[src/rtl/mux_alu_pipe.sv]
// Two-stage valid/ready ALU: S1 captures the request, S2 holds the registered result.
// Downstream backpressure is absorbed by the two stages before in_ready drops.
module mux_alu_pipe #(
    parameter int WIDTH = 8,
    parameter int CNT_W = 16
) (
    input  logic             clk,
    input  logic             rst,
    input  logic             in_valid,
    output logic             in_ready,
    input  logic [2:0]       op,
    input  logic [WIDTH-1:0] a,
    input  logic [WIDTH-1:0] b,
    output logic             out_valid,
    input  logic             out_ready,
    output logic [WIDTH-1:0] out_data,
    output logic             out_flag,
    output logic             out_zero,
    output logic [CNT_W-1:0] op_count
);

    localparam logic [2:0] OP_AND    = 3'd0;
    localparam logic [2:0] OP_OR     = 3'd1;
    localparam logic [2:0] OP_ADD    = 3'd2;
    localparam logic [2:0] OP_SUB    = 3'd3;
    localparam logic [2:0] OP_XOR    = 3'd4;
    localparam logic [2:0] OP_PASS_A = 3'd5;
    localparam logic [2:0] OP_ADDSUB = 3'd6;
    localparam logic [CNT_W-1:0] CNT_ONE = {{(CNT_W-1){1'b0}}, 1'b1};

    // Result in the low WIDTH bits, carry/borrow flag in the top bit.
    function automatic logic [WIDTH:0] alu_eval(
        input logic [2:0]       f_op,
        input logic [WIDTH-1:0] f_a,
        input logic [WIDTH-1:0] f_b
    );
        logic [WIDTH:0]   sum;
        logic [WIDTH-1:0] res;
        logic             flag;
        sum  = {1'b0, f_a} + {1'b0, f_b};
        res  = '0;
        flag = 1'b0;
        case (f_op)
            OP_AND:    res = f_a & f_b;
            OP_OR:     res = f_a | f_b;
            OP_ADD: begin
                res  = sum[WIDTH-1:0];
                flag = sum[WIDTH];
            end
            OP_SUB: begin
                res  = f_a - f_b;
                flag = (f_a < f_b);
            end
            OP_XOR:    res = f_a ^ f_b;
            OP_PASS_A: res = f_a;
            OP_ADDSUB: res = sum[WIDTH-1:0] + (f_a - f_b);
            default:   res = f_a | f_b;
        endcase
        return {flag, res};
    endfunction

    function automatic logic [CNT_W-1:0] sat_inc(input logic [CNT_W-1:0] c);
        return (&c) ? c : c + CNT_ONE;
    endfunction

    logic             vld_p1_q, vld_p1_d;
    logic [2:0]       op_p1_q, op_p1_d;
    logic [WIDTH-1:0] a_p1_q, a_p1_d;
    logic [WIDTH-1:0] b_p1_q, b_p1_d;
    logic             vld_p2_q, vld_p2_d;
    logic [WIDTH-1:0] data_p2_q, data_p2_d;
    logic             flag_p2_q, flag_p2_d;
    logic             zero_p2_q, zero_p2_d;
    logic [CNT_W-1:0] cnt_q, cnt_d;

    logic             s2_free, s1_adv, in_rdy, accept, xfer;
    logic [WIDTH:0]   alu_res;

    always_comb begin
        s2_free   = !vld_p2_q || out_ready;
        s1_adv    = vld_p1_q && s2_free;
        in_rdy    = !vld_p1_q || s2_free;
        accept    = in_valid && in_rdy;
        xfer      = vld_p2_q && out_ready;
        alu_res   = alu_eval(op_p1_q, a_p1_q, b_p1_q);

        vld_p1_d  = vld_p1_q;
        op_p1_d   = op_p1_q;
        a_p1_d    = a_p1_q;
        b_p1_d    = b_p1_q;
        vld_p2_d  = vld_p2_q;
        data_p2_d = data_p2_q;
        flag_p2_d = flag_p2_q;
        zero_p2_d = zero_p2_q;
        cnt_d     = cnt_q;

        if (accept) begin
            vld_p1_d = 1'b1;
            op_p1_d  = op;
            a_p1_d   = a;
            b_p1_d   = b;
        end else if (s1_adv) begin
            vld_p1_d = 1'b0;
        end

        if (s1_adv) begin
            vld_p2_d  = 1'b1;
            data_p2_d = alu_res[WIDTH-1:0];
            flag_p2_d = alu_res[WIDTH];
            zero_p2_d = (alu_res[WIDTH-1:0] == '0);
        end else if (xfer) begin
            vld_p2_d  = 1'b0;
        end

        if (xfer) cnt_d = sat_inc(cnt_q);
    end

    // Stage boundary S1: operand capture (data needs no reset, gated by vld_p1_q)
    always_ff @(posedge clk) begin
        op_p1_q <= op_p1_d;
        a_p1_q  <= a_p1_d;
        b_p1_q  <= b_p1_d;
    end

    // Stage boundary S2: registered result plus pipeline control
    always_ff @(posedge clk) begin
        if (rst) begin
            vld_p1_q  <= 1'b0;
            vld_p2_q  <= 1'b0;
            data_p2_q <= '0;
            flag_p2_q <= 1'b0;
            zero_p2_q <= 1'b1;
            cnt_q     <= '0;
        end else begin
            vld_p1_q  <= vld_p1_d;
            vld_p2_q  <= vld_p2_d;
            data_p2_q <= data_p2_d;
            flag_p2_q <= flag_p2_d;
            zero_p2_q <= zero_p2_d;
            cnt_q     <= cnt_d;
        end
    end

    assign in_ready  = in_rdy && !rst;
    assign out_valid = vld_p2_q && !rst;
    assign out_data  = data_p2_q;
    assign out_flag  = flag_p2_q;
    assign out_zero  = zero_p2_q;
    assign op_count  = cnt_q;

endmodule

[config.mk]
export PLATFORM = sky130hd
export DESIGN_NAME = mux_alu_pipe
export DESIGN_NICKNAME = d
export VERILOG_FILES = /design/src/rtl/mux_alu_pipe.sv
export SDC_FILE = /design/constraint.sdc
export NUM_CORES = 1
export LEC_CHECK = 0
export BUFFER_PORTS_ARGS = -buffer_cell sky130_fd_sc_hd__clkbuf_2
export CORE_MARGIN = 2
export CORE_UTILIZATION = 35
export DETAILED_ROUTE_END_ITERATION = 10
export GPL_ROUTABILITY_DRIVEN = 0
export PLACE_DENSITY_LB_ADDON = 0.25
export SLEW_MARGIN = 20
export SYNTH_ARGS = -nofsm -noshare
export SYNTH_HDL_FRONTEND = slang
export SYNTH_SLANG_ARGS = --single-unit
[constraint.sdc]
create_clock -name clk -period 4 [get_ports clk]
set_input_delay 1 -clock clk [delete_from_list [all_inputs] [get_ports clk]]
set_output_delay 1 -clock clk [all_outputs]
set_load 0.005 [all_outputs]
* Yosys cells after proc, flatten, opt, wreduce, memory -nomap -nowiden
Cells that the tools add are included.
** Word-level totals
- Register bits after elaboration :: 47
- Input bits :: 23
- Output and inout port bits :: 28
- Word-level logic and storage cells :: 45
** Cells by class
- Add/sub/neg operators :: 4
- Order comparisons :: 1
- Eq/ne operators :: 5
- Muxes and demuxes :: 6
- Bitwise operators :: 4
- Reduce and logical (&&, ||, !) cells :: 16
** Operator list (number)
- 8-bit case mux with 6 select lines :: 1
- 16-bit by 1-bit adder with 16-bit output, second input constant :: 1
- 16-bit AND reduction :: 1
- 8-bit by 8-bit adder with 9-bit output :: 1
- 3-bit == test, second input constant :: 3
- 8-bit adder :: 1
- 8-bit AND :: 1
- 8-bit logical NOT :: 1
- 8-bit less-than comparator :: 1
- 8-bit bitwise OR :: 1
- 8-bit subtractor :: 1
- 8-bit XOR :: 1
- 3-bit by 2-bit == test with 1-bit output, second input constant :: 2
- 1-bit logical AND :: 5
- 1-bit 2-to-1 mux :: 4
- 2-bit nonzero test :: 2
- 1-bit logical NOT :: 3
- 3-bit logical NOT :: 1
- 1-bit logical OR :: 2
- 1-bit case mux with 2 select lines :: 1
- 2-bit AND reduction :: 1
- 1-bit inverter :: 1

* Logic depth before layout (Yosys ltp)
Gate-level depths: netlist of run 1.
- Depth in word-level cells :: 5
- Depth in mapped cells :: 17

* Least setup slack after synthesis of run 1
No wires, ideal clock.
- Path type :: flip-flop to flip-flop
- Start :: register b_p1_q[0]
- End :: register zero_p2_q (netlist: out_zero)
- Data arrival time :: 2874 ps
- Required time :: 3916 ps
- Slack :: 1041 ps
- Cell stages (with the launch flop) :: 13
- Period minus slack after synthesis :: 2959 ps
- Cells stage by stage :: edfxtp_1 > ha_1 > fa_1 > o21bai_1 > a21oi_1 > xor2_1 > ha_1 > and3b_1 > o32a_2 > a32oi_1 > a2111oi_1 > nand4_1 > o31ai_2
** Between the ends
- Cells in the longest elaborated chain, start to end :: 4
** RTL lines
- from (decl) :: RTL line 69 : logic [WIDTH-1:0] b_p1_q, b_p1_d;
- from (signal assigned) :: RTL line 122 : b_p1_q <= b_p1_d;
- 8-bit by 8-bit adder with 9-bit output or 8-bit subtractor (tied branches) :: RTL line 40, 51, 56
- 8-bit adder :: RTL line 56 : OP_ADDSUB: res = sum[WIDTH-1:0] + (f_a - f_b);
- 8-bit case mux with 6 select lines * :: RTL line 43 : case (f_op)
- 8-bit logical NOT * :: RTL line 110 : zero_p2_d = (alu_res[WIDTH-1:0] == '0);
- to (signal assigned) :: RTL line 139 : zero_p2_q <= zero_p2_d;
- to (decl) :: RTL line 73 : logic zero_p2_q, zero_p2_d;
Every way passes the cells marked *; elsewhere a longest branch is shown, timed or not.
A chain may end at the register's enable or synchronous reset.

* Worst setup path in the final report of run 1
- Start :: register a_p1_q[0]
- End :: register zero_p2_q (netlist: out_zero)
** Between the ends
- Cells in the longest elaborated chain, start to end :: 4
** RTL lines
- from (decl) :: RTL line 68 : logic [WIDTH-1:0] a_p1_q, a_p1_d;
- from (signal assigned) :: RTL line 121 : a_p1_q <= a_p1_d;
- 8-bit by 8-bit adder with 9-bit output or 8-bit subtractor (tied branches) :: RTL line 40, 51, 56
- 8-bit adder :: RTL line 56
- 8-bit case mux with 6 select lines * :: RTL line 43
- 8-bit logical NOT * :: RTL line 110
Marked as above.

==> results of run 1 <==
## per-layer routing
layer  GRT usage, %  vias to the layer above  wire length, microns
li1               -                     1563                     -
met1           21.9                     1476                  4210
met4           7.88                        0                   291
met5              0                        -                     0
met2           26.8                       86                  4260
met3           2.61                       16                   441
## sequential cells by signal, indices dropped and copies added, names as in the netlist
name      cells
out_zero      1
op_count     16
op_p1_q       3
vld_p2_q      1
out_flag      1
vld_p1_q      1
a_p1_q        8
out_data      8
b_p1_q        8
## layout make-up
cell class / count / share of cell area (%)
Clock buffer: 5 / 1.68
Tap cell: 136 / 4.16
Inverter: 29 / 2.66
Clock inverter: 3 / 0.459
Multi-Input combinational cell: 312 / 56.9
Timing Repair Buffer: 52 / 6.48
Sequential cell: 47 / 27.6
## cell usage after synthesis, types with 8 or more instances
master	count
sky130_fd_sc_hd__nor3_1	12
sky130_fd_sc_hd__nand3_1	17
sky130_fd_sc_hd__a211oi_1	8
sky130_fd_sc_hd__dfxtp_1	28
sky130_fd_sc_hd__inv_1	25
sky130_fd_sc_hd__a21oi_1	20
sky130_fd_sc_hd__edfxtp_1	19
sky130_fd_sc_hd__o21ai_0	13
sky130_fd_sc_hd__xor2_1	14
sky130_fd_sc_hd__buf_6	9
sky130_fd_sc_hd__o22ai_1	8
sky130_fd_sc_hd__nor2_1	46
sky130_fd_sc_hd__xnor2_1	11
sky130_fd_sc_hd__nand2_1	17
sky130_fd_sc_hd__ha_1	32
## path summary, 6_finish.rpt
| kind | start | end | slack (ns) | cells past startpoint |
|---|---|---|---|---|
| worst max-delay path | a_p1_q[0] | out_zero | 0.34 | 13 |
| worst min-delay path | out_data[4] | out_data[4] | 0.47 | 2 |
| worst min register to register | out_data[4] | out_data[4] | 0.47 | 2 |
| worst max register to register | a_p1_q[0] | out_zero | 0.34 | 13 |
## per-stage QoR
step                instance area [sq um]  hold WS, ns  setup slack (ns)  util, %
floorplan                            3720        0.453              1.04        -
global placement                     4000        0.451             0.453     38.7
detailed placement                   4000        0.466             0.427     38.7
CTS                                  4090        0.480             0.408     39.6
global route                         4090        0.504            0.0323     39.6
finish                               4090        0.470             0.335     39.6
## worst register-to-register path, stage by stage, from the launching register on
cell                        delay, ns
sky130_fd_sc_hd__edfxtp_1        0.40
sky130_fd_sc_hd__inv_1           0.12
sky130_fd_sc_hd__ha_1            0.30
sky130_fd_sc_hd__fa_1            0.28
sky130_fd_sc_hd__o21bai_1        0.09
sky130_fd_sc_hd__a21oi_1         0.42
sky130_fd_sc_hd__xor2_1          0.13
sky130_fd_sc_hd__ha_1            0.37
sky130_fd_sc_hd__and3b_1         0.24
sky130_fd_sc_hd__o32a_2          0.15
sky130_fd_sc_hd__a32oi_1         0.16
sky130_fd_sc_hd__a2111oi_1       0.54
sky130_fd_sc_hd__nand4_1         0.20
sky130_fd_sc_hd__o31ai_2         0.19
## power breakdown
group          switching [mW]  leakage, nW  internal, mW
registers              0.0211        0.413         0.520
clock network           0.172       0.0483         0.123
logic                   0.259         1.24         0.190
total                   0.452         1.70         0.834
## cell families (layout without fill, tap and decap cells)
kind of cell	Yosys count	in the layout	synth area share, %
flip-flops	47	47	30.4
buffers and inverters	48	89	7.17
AO/OA/AOI/OAI	112	112	23.9
AND/OR/NAND/NOR	134	134	18.7
XOR/XNOR	25	25	5.89
adder cells (fa/ha/maj)	34	34	11.9
multiplexers	7	7	2.05
==> summary.md, run 1 <==
| Metric | Value |
|---|---|
| Outcome | `finished clean` |
| Area of the mapped netlist | `0.00372 sq mm` |
| Number of failing setup endpoints in the final timing report | `0` |
| IO Count | `51` |
| Most prevalent standard cell on the critical path | `sky130_fd_sc_hd__ha_1` |
| Fraction of registers with async set or reset after synthesis | `0%` |
| Initial antenna violation count | `0` |
| Layout cell share with drive strength beyond 1 | `20.8%` |
| Net count after synthesis | `464` |
| Maximum number of pins on one net before global-route repair | `32` |
| Sequential cell area | `0.00113 sq mm` |
| Final net count | `504` |
| Worst clock skew | `0.0127 ns` |
| GRT Util Overall | `16.7%` |
| Port Buf Inserts | `50` |
| Post-CTS Setup Inserts | `0` |
| Insertion delay of the later-clocked pin in the worst-skew pair | `0.32 ns` |
| # Max-Cap Violations | `0` |
| Ranking of synthesized cells by area | `sky130_fd_sc_hd__edfxtp_1, sky130_fd_sc_hd__dfxtp_1, sky130_fd_sc_hd__ha_1, sky130_fd_sc_hd__nor2_1, sky130_fd_sc_hd__xor2_1` |
| Power Total | `1.29 mW` |
| Highest clock rate | `273 MHz` |
| Layout Cells excl Fill | `584` |
| Number of cells upsized or downsized after cts | `0` |
| Share of the synthesized area in the top cell type | `15.4%` |
| Routed Antenna Nets | `0` |
| Inserted Clock Buffers | `5` |
| H-tree levels | `2` |
| Max_slew headroom | `34.9%` |
| Total of warnings raised by yosys | `0` |
| Worst hold-check path type | `reg2reg` |
| Die area | `0.0115 sq mm` |
| Clock sink count | `47` |
| Core region area | `0.0103 sq mm` |
| Setup repair after global routing missed its margin | `false` |
| Fill cell total of the finished layout | `1055` |
| WL per Instance | `15.8 microns` |
| Worst path max stage delay | `0.54 ns` |
| Post-synthesis sequential area ratio | `30.4%` |
| Root Driver | `sky130_fd_sc_hd__clkbuf_8` |
| CTS tree | `built` |
| DP HPWL | `7.12 mm` |
| Total grt overflow | `0` |
| Area grow syn2layout | `10.1%` |
| Number of antenna cells inserted | `0` |
| Ys flop type | `sky130_fd_sc_hd__dfxtp_1` |
| Drt initial violations | `381` |
| Least-Margin Pin Slew | `0.975 ns` |
| CP cell instances | `inv_1, ha_1, fa_1, o21bai_1, a21oi_1, xor2_1, ha_1, and3b_1, o32a_2, a32oi_1, a2111oi_1, nand4_1, o31ai_2` |
| Average via count per standard cell | `5.38` |
| Number of enable flip-flop cells after synthesis | `19` |
| Leakage | `1.70 nW` |
| Via count of the first global-routing pass | `3023` |
| Ratio of final minimum period to clock period | `91.6%` |
| Summed negative setup slack over all endpoints | `0 ns` |
| Buffers & Inverters on Critical Path | `1` |
| Max Transition Viols Final | `0` |
| Seq cells post-synth | `47` |
| Avg Synthesized Cell Area | `9.13 sq um` |
| Area of the multi-input gates | `0.00233 sq mm` |
| Total wire length | `9.20 mm` |
| Deepest clock path buffer count | `2` |
| Req. time, crit path | `4.24 ns` |
| Top cell family by delay on the critical path | `compound AO/OA/AOI/OAI gates` |
| Placement Rows | `37` |
| Arrival time of the worst setup path | `3.90 ns` |
| Synth area leader | `sky130_fd_sc_hd__edfxtp_1` |
| Number of failing hold endpoints at the final stage | `0` |
| Kind of end point of the critical path | `register` |
| Crit path kind | `reg2reg` |
| 1st-pass router iterations | `4` |
| Hold-fix buffers at CTS | `0` |
| Power density cells | `314 mW/mm^2` |
| Most frequent cells in the layout | `sky130_fd_sc_hd__clkbuf_2, sky130_fd_sc_hd__nor2_1, sky130_fd_sc_hd__ha_1` |
| DR vias | `3141` |
| Starting density of the core | `36.0%` |
| Worst path slowest cell | `sky130_fd_sc_hd__a2111oi_1` |
| Unique cell type count in the Yosys netlist | `83` |
| Clock-pin transition on the worst setup and hold timing paths | `0.09 ns` |
| DRC violations left | `0` |
| Most common cell after layout, fill and taps aside | `sky130_fd_sc_hd__clkbuf_2` |
| Final worst path period need | `3.66 ns` |
| Startpoint class of the critical path | `register` |
| Instance count of the mapped netlist | `407` |
| Die width | `107 microns` |
| Max VDD drop | `0.000209 V` |
| Global-route wire length before repair | `15.1 mm` |
| Maximum fanout count along the critical path | `5` |
| DP Cell Count | `576` |
| Die height | `107 microns` |
Power figures use the tool's default switching activity.
==> inputs of run 2 (changes only) <==
CORE_UTILIZATION = 59   (was 35)
==> summary.md, run 2 (same netlist as run 1, synthesis figures left out) <==
| Metric | Value |
|---|---|
| Outcome | `finished clean` |
| Number of failing hold endpoints at the final stage | `0` |
| Root Driver | `sky130_fd_sc_hd__clkbuf_8` |
| Highest clock rate | `291 MHz` |
| Worst path slowest cell | `sky130_fd_sc_hd__a2111oi_1` |
| H-tree levels | `2` |
| Starting density of the core | `62.0%` |
| Total wire length | `9.02 mm` |
| Kind of end point of the critical path | `register` |
| Deepest clock path buffer count | `2` |
| Fill cell total of the finished layout | `495` |
| Crit path kind | `reg2reg` |
| 1st-pass router iterations | `5` |
| Core region area | `0.00599 sq mm` |
| Die width | `83.4 microns` |
| Final worst path period need | `3.44 ns` |
| DP HPWL | `6.80 mm` |
| Arrival time of the worst setup path | `3.67 ns` |
| Number of antenna cells inserted | `0` |
| Area grow syn2layout | `7.78%` |
| Buffers & Inverters on Critical Path | `1` |
| Via count of the first global-routing pass | `3185` |
| Die height | `83.4 microns` |
| Largest register FFs | `16` |
| Initial antenna violation count | `0` |
| Power Total | `1.28 mW` |
| Worst clock skew | `0.00907 ns` |
| Summed negative setup slack over all endpoints | `0 ns` |
| Max VDD drop | `0.000245 V` |
| Worst hold-check path type | `reg2reg` |
| Most prevalent standard cell on the critical path | `sky130_fd_sc_hd__ha_1` |
| Placement Rows | `28` |
| Ratio of final minimum period to clock period | `86.0%` |
| Drt initial violations | `385` |
| Setup repair after global routing missed its margin | `false` |
| CP cell instances | `inv_1, ha_1, fa_1, o21bai_1, a21oi_1, xor2_1, ha_1, a21boi_0, o32a_2, a32oi_1, a2111oi_1, nand4_1, o31ai_2` |
| Startpoint class of the critical path | `register` |
| Die area | `0.00695 sq mm` |
| Inserted Clock Buffers | `5` |
| Final Util | `66.9%` |
| Average via count per standard cell | `6.27` |
| WL per Instance | `17.3 microns` |
| DR vias | `3275` |
| Insertion delay of the later-clocked pin in the worst-skew pair | `0.31 ns` |
| Worst path max stage delay | `0.46 ns` |
| Power density cells | `319 mW/mm^2` |
| Total grt overflow | `0` |
| Post-CTS Setup Inserts | `0` |
| Top cell family by delay on the critical path | `compound AO/OA/AOI/OAI gates` |
| Global-route wire length before repair | `14.8 mm` |
| Max_slew headroom | `30.1%` |
| Layout cell share with drive strength beyond 1 | `20.4%` |
| Number of cells upsized or downsized after cts | `0` |
| Final net count | `503` |
| Least-Margin Pin Slew | `1.05 ns` |
| GRT Util Overall | `26.1%` |
| Most common cell after layout, fill and taps aside | `sky130_fd_sc_hd__clkbuf_2` |
| Req. time, crit path | `4.23 ns` |
| Leakage | `1.69 nW` |
| IO Count | `51` |
| Max Transition Viols Final | `0` |
| Routed Antenna Nets | `0` |
| Clock sink count | `47` |
| Most frequent cells in the layout | `sky130_fd_sc_hd__clkbuf_2, sky130_fd_sc_hd__nor2_1, sky130_fd_sc_hd__ha_1` |
| Number of failing setup endpoints in the final timing report | `0` |
| Maximum number of pins on one net before global-route repair | `32` |
| Hold-fix buffers at CTS | `0` |
| Port Buf Inserts | `50` |
| CTS tree | `built` |
| DRC violations left | `0` |
| Clock-pin transition on the worst setup and hold timing paths | `0.09 ns` |
| Maximum fanout count along the critical path | `5` |
| # Max-Cap Violations | `0` |
[run 2: changes by cell type in the layout (fill, tap and decap cells not counted)]
cell,delta
sky130_fd_sc_hd__buf_4,-1
sky130_fd_sc_hd__inv_6,-1
sky130_fd_sc_hd__clkbuf_1,+1
sky130_fd_sc_hd__inv_4,+1
sky130_fd_sc_hd__clkinv_2,-1
[run 2: path summary, 6_finish.rpt]
check,from,endpoint,slack [ns],cells after the start
hold / removal,out_data[1],out_data[1],0.50,2
setup / recovery,a_p1_q[0],out_zero,0.56,13
setup reg to reg,a_p1_q[0],out_zero,0.56,13
hold reg to reg,out_data[1],out_data[1],0.50,2
[run 2: area by class of cell]
type | instances | area [sq um] | area share [%]
timing repair buffer | 51 | 258 | 6.44
inverter | 29 | 109 | 2.72
clock buffer | 6 | 72.6 | 1.81
multi-input combinational | 312 | 2330 | 58.2
clock inverter | 2 | 11.3 | 0.281
sequential | 47 | 1130 | 28.2
tap | 75 | 93.8 | 2.34
[run 2: routing by layer]
metal  routed length [microns]  GRT usage, %  vias up
met1                      3900          32.9     1532
met3                       546          3.18       33
met2                      4190          43.7      151
met4                       385          13.7        0
li1                          -             -     1559
met5                         0             0        -
[run 2: where the power goes]
part,leakage (nW),switching (mW),internal (mW),total [mW]
registers,0.413,0.0229,0.520,0.543
logic,1.24,0.258,0.190,0.448
clock network,0.0455,0.165,0.123,0.288
[run 2: metrics by stage]
step	hold WS (ns)	std cells	instance area [sq um]	setup WS, ns
2_1_floorplan	0.453	407	3720	1.04
3_3_place_gp	0.474	514	3910	0.732
3_5_place_dp	0.487	514	3910	0.613
4_1_cts	0.500	522	4000	0.591
5_1_grt	0.524	522	4010	0.269
6_report	0.502	522	4010	0.560
[run 2: worst register-to-register path, stage by stage (launching register included)]
cell                        delay (ns)
sky130_fd_sc_hd__edfxtp_1         0.40
sky130_fd_sc_hd__inv_1            0.13
sky130_fd_sc_hd__ha_1             0.30
sky130_fd_sc_hd__fa_1             0.26
sky130_fd_sc_hd__o21bai_1         0.08
sky130_fd_sc_hd__a21oi_1          0.36
sky130_fd_sc_hd__xor2_1           0.13
sky130_fd_sc_hd__ha_1             0.38
sky130_fd_sc_hd__a21boi_0         0.20
sky130_fd_sc_hd__o32a_2           0.16
sky130_fd_sc_hd__a32oi_1          0.10
sky130_fd_sc_hd__a2111oi_1        0.46
sky130_fd_sc_hd__nand4_1          0.19
sky130_fd_sc_hd__o31ai_2          0.21
==> inputs of run 3 (changes only) <==
CORE_UTILIZATION = 63   (was 59)
clock period = 4.4 ns   (was 4 ns; I/O delays follow)
==> summary.md, run 3 (same netlist as run 1, synthesis figures left out) <==
| Metric | Value |
|---|---|
| Outcome | `finished clean` |
| Max VDD drop | `0.000234 V` |
| CP cell instances | `inv_1, ha_1, fa_1, o21bai_1, a21oi_1, xor2_1, ha_1, a21boi_0, o32a_2, a32oi_1, a2111oi_1, nand4_1, o31ai_2` |
| Initial antenna violation count | `0` |
| Max_slew headroom | `30.8%` |
| Power density cells | `306 mW/mm^2` |
| Number of failing hold endpoints at the final stage | `0` |
| Final Util | `71.7%` |
| Final standard cell area without fillers | `0.00402 sq mm` |
| WL per Instance | `16.9 microns` |
| Critical Path Source | `a_p1_q[0]` |
| Cell area after placement | `0.00390 sq mm` |
| DR vias | `3231` |
| Internal power | `817 uW` |
| Die width | `80.8 microns` |
| Arrival time of the worst setup path | `3.87 ns` |
| Part of the power in registers | `40.3%` |
| Die area | `0.00653 sq mm` |
| Via count of the first global-routing pass | `3116` |
| Area grow syn2layout | `8.15%` |
| Logic depth of the worst register-to-register path | `13` |
| Maximum fanout count along the critical path | `5` |
| Final worst path period need | `3.64 ns` |
| # Max-Cap Violations | `0` |
| Placement Rows | `27` |
| H-tree levels | `2` |
| Deepest clock path buffer count | `2` |
| Sw power | `413 uW` |
| Drt initial violations | `327` |
| Summed negative setup slack over all endpoints | `0 ns` |
| Hold-fix buffers at CTS | `0` |
| Sequential cell area | `0.00113 sq mm` |
| Setup repair after global routing missed its margin | `false` |
| Number of failing setup endpoints in the final timing report | `0` |
| Combinational share of power | `32.7%` |
| Reg-to-reg startpoint | `a_p1_q[0]` |
| Startpoint of the lowest-slack hold path | `out_data[4]` |
| Area of the multi-input gates | `0.00232 sq mm` |
| 1st-pass router iterations | `5` |
| Worst path slowest cell | `sky130_fd_sc_hd__a2111oi_1` |
| Largest register FFs | `16` |
| Ratio of final minimum period to clock period | `82.7%` |
| Most prevalent standard cell on the critical path | `sky130_fd_sc_hd__ha_1` |
| Power Total | `1.23 mW` |
| Post-CTS Setup Inserts | `0` |
| Total grt overflow | `0` |
| Crit path kind | `reg2reg` |
| Worst clock skew | `0.00594 ns` |
| Inserted Clock Buffers | `5` |
| Starting density of the core | `66.3%` |
| Total wire length | `8.78 mm` |
| Maximum number of pins on one net before global-route repair | `32` |
| Req. time, crit path | `4.63 ns` |
| Worst hold-check path type | `reg2reg` |
| DRC violations left | `0` |
| Layout cell share with drive strength beyond 1 | `20.4%` |
| Routed Antenna Nets | `0` |
| Most common cell after layout, fill and taps aside | `sky130_fd_sc_hd__clkbuf_2` |
| Leakage | `1.70 nW` |
| CTS tree | `built` |
| DP HPWL | `6.67 mm` |
| DP Cell Count | `510` |
| Clock-pin transition on the worst setup and hold timing paths | `0.09 ns` |
| Least-Margin Pin Slew | `1.03 ns` |
| Most frequent cells in the layout | `sky130_fd_sc_hd__clkbuf_2, sky130_fd_sc_hd__nor2_1, sky130_fd_sc_hd__ha_1` |
| Die height | `80.8 microns` |
| Kind of end point of the critical path | `register` |
| Average via count per standard cell | `6.24` |
| Max Transition Viols Final | `0` |
| IO Count | `51` |
| Clock sink count | `47` |
| Number of antenna cells inserted | `0` |
| Port Buf Inserts | `50` |
| Global-route wire length before repair | `14.3 mm` |
| Startpoint class of the critical path | `register` |
| Fill cell total of the finished layout | `459` |
| Worst path max stage delay | `0.56 ns` |
| Number of cells upsized or downsized after cts | `0` |
| GRT Util Overall | `28.4%` |
| Relative contribution of the clock network to total power | `27.0%` |
| Final net count | `502` |
| Cells on Worst Hold Path | `2` |
| Highest clock rate | `275 MHz` |
| Core region area | `0.00561 sq mm` |
| Root Driver | `sky130_fd_sc_hd__clkbuf_8` |
| Switching Fraction | `33.6%` |
| Layout Cells excl Fill | `518` |
| Insertion delay of the later-clocked pin in the worst-skew pair | `0.31 ns` |
run 3: cell types whose count changed in the layout (fill, tap and decap cells not counted):
cell,change
sky130_fd_sc_hd__a21boi_2,+1
sky130_fd_sc_hd__a21boi_4,-1
sky130_fd_sc_hd__buf_4,-1
sky130_fd_sc_hd__bufinv_16,+1
sky130_fd_sc_hd__clkbuf_1,-1
sky130_fd_sc_hd__clkinv_2,-1
sky130_fd_sc_hd__clkinv_4,+1
sky130_fd_sc_hd__inv_4,-1
sky130_fd_sc_hd__inv_6,+1
run 3: worst paths after layout:
path,end,slack [ns]
setup / recovery,out_zero,0.76
hold / removal,out_data[4],0.47
setup reg to reg,out_zero,0.76
hold reg to reg,out_data[4],0.47
run 3: power by group through the flow:
stage	clock network, mW	registers [mW]	logic (mW)
2_1_floorplan	0	0.495	0.324
3_3_place_gp	0	0.504	0.383
3_5_place_dp	0	0.505	0.392
4_1_cts	0.337	0.495	0.394
5_1_grt	0.349	0.499	0.441
6_report	0.332	0.495	0.403
run 3: area by class of cell:
type	instances	area share, %
Clock inverter	3	1.18
Tap cell	72	2.24
Clock buffer	5	1.71
Multi-Input combinational cell	312	57.8
Timing Repair Buffer	50	6.23
Inverter	29	2.71
Sequential cell	47	28.1
run 3: metal layers:
layer,track usage [%],up-vias,wire length (microns)
met5,0,-,0
met3,7.89,29,825
li1,-,1565,-
met4,14.9,0,347
met1,35.8,1470,3660
met2,44.3,167,3950
run 3: per-stage QoR:
stage	hold slack [ns]	setup WS, ns
final	0.472	0.760
after global routing	0.496	0.618
after CTS	0.468	0.839
after detailed placement	0.455	0.841
after global placement	0.445	0.890
after floorplan	0.453	1.35
run 3: worst max-delay path: cells and delay by family, from the launching register on:
| family | cells | cell delay [ns] |
|---|---|---|
| flops | 1 | 0.41 |
| xor+xnor | 1 | 0.13 |
| compound gates | 7 | 1.80 |
| buf+inv | 1 | 0.12 |
| simple gates | 1 | 0.18 |
| fa+ha+maj | 3 | 0.94 |
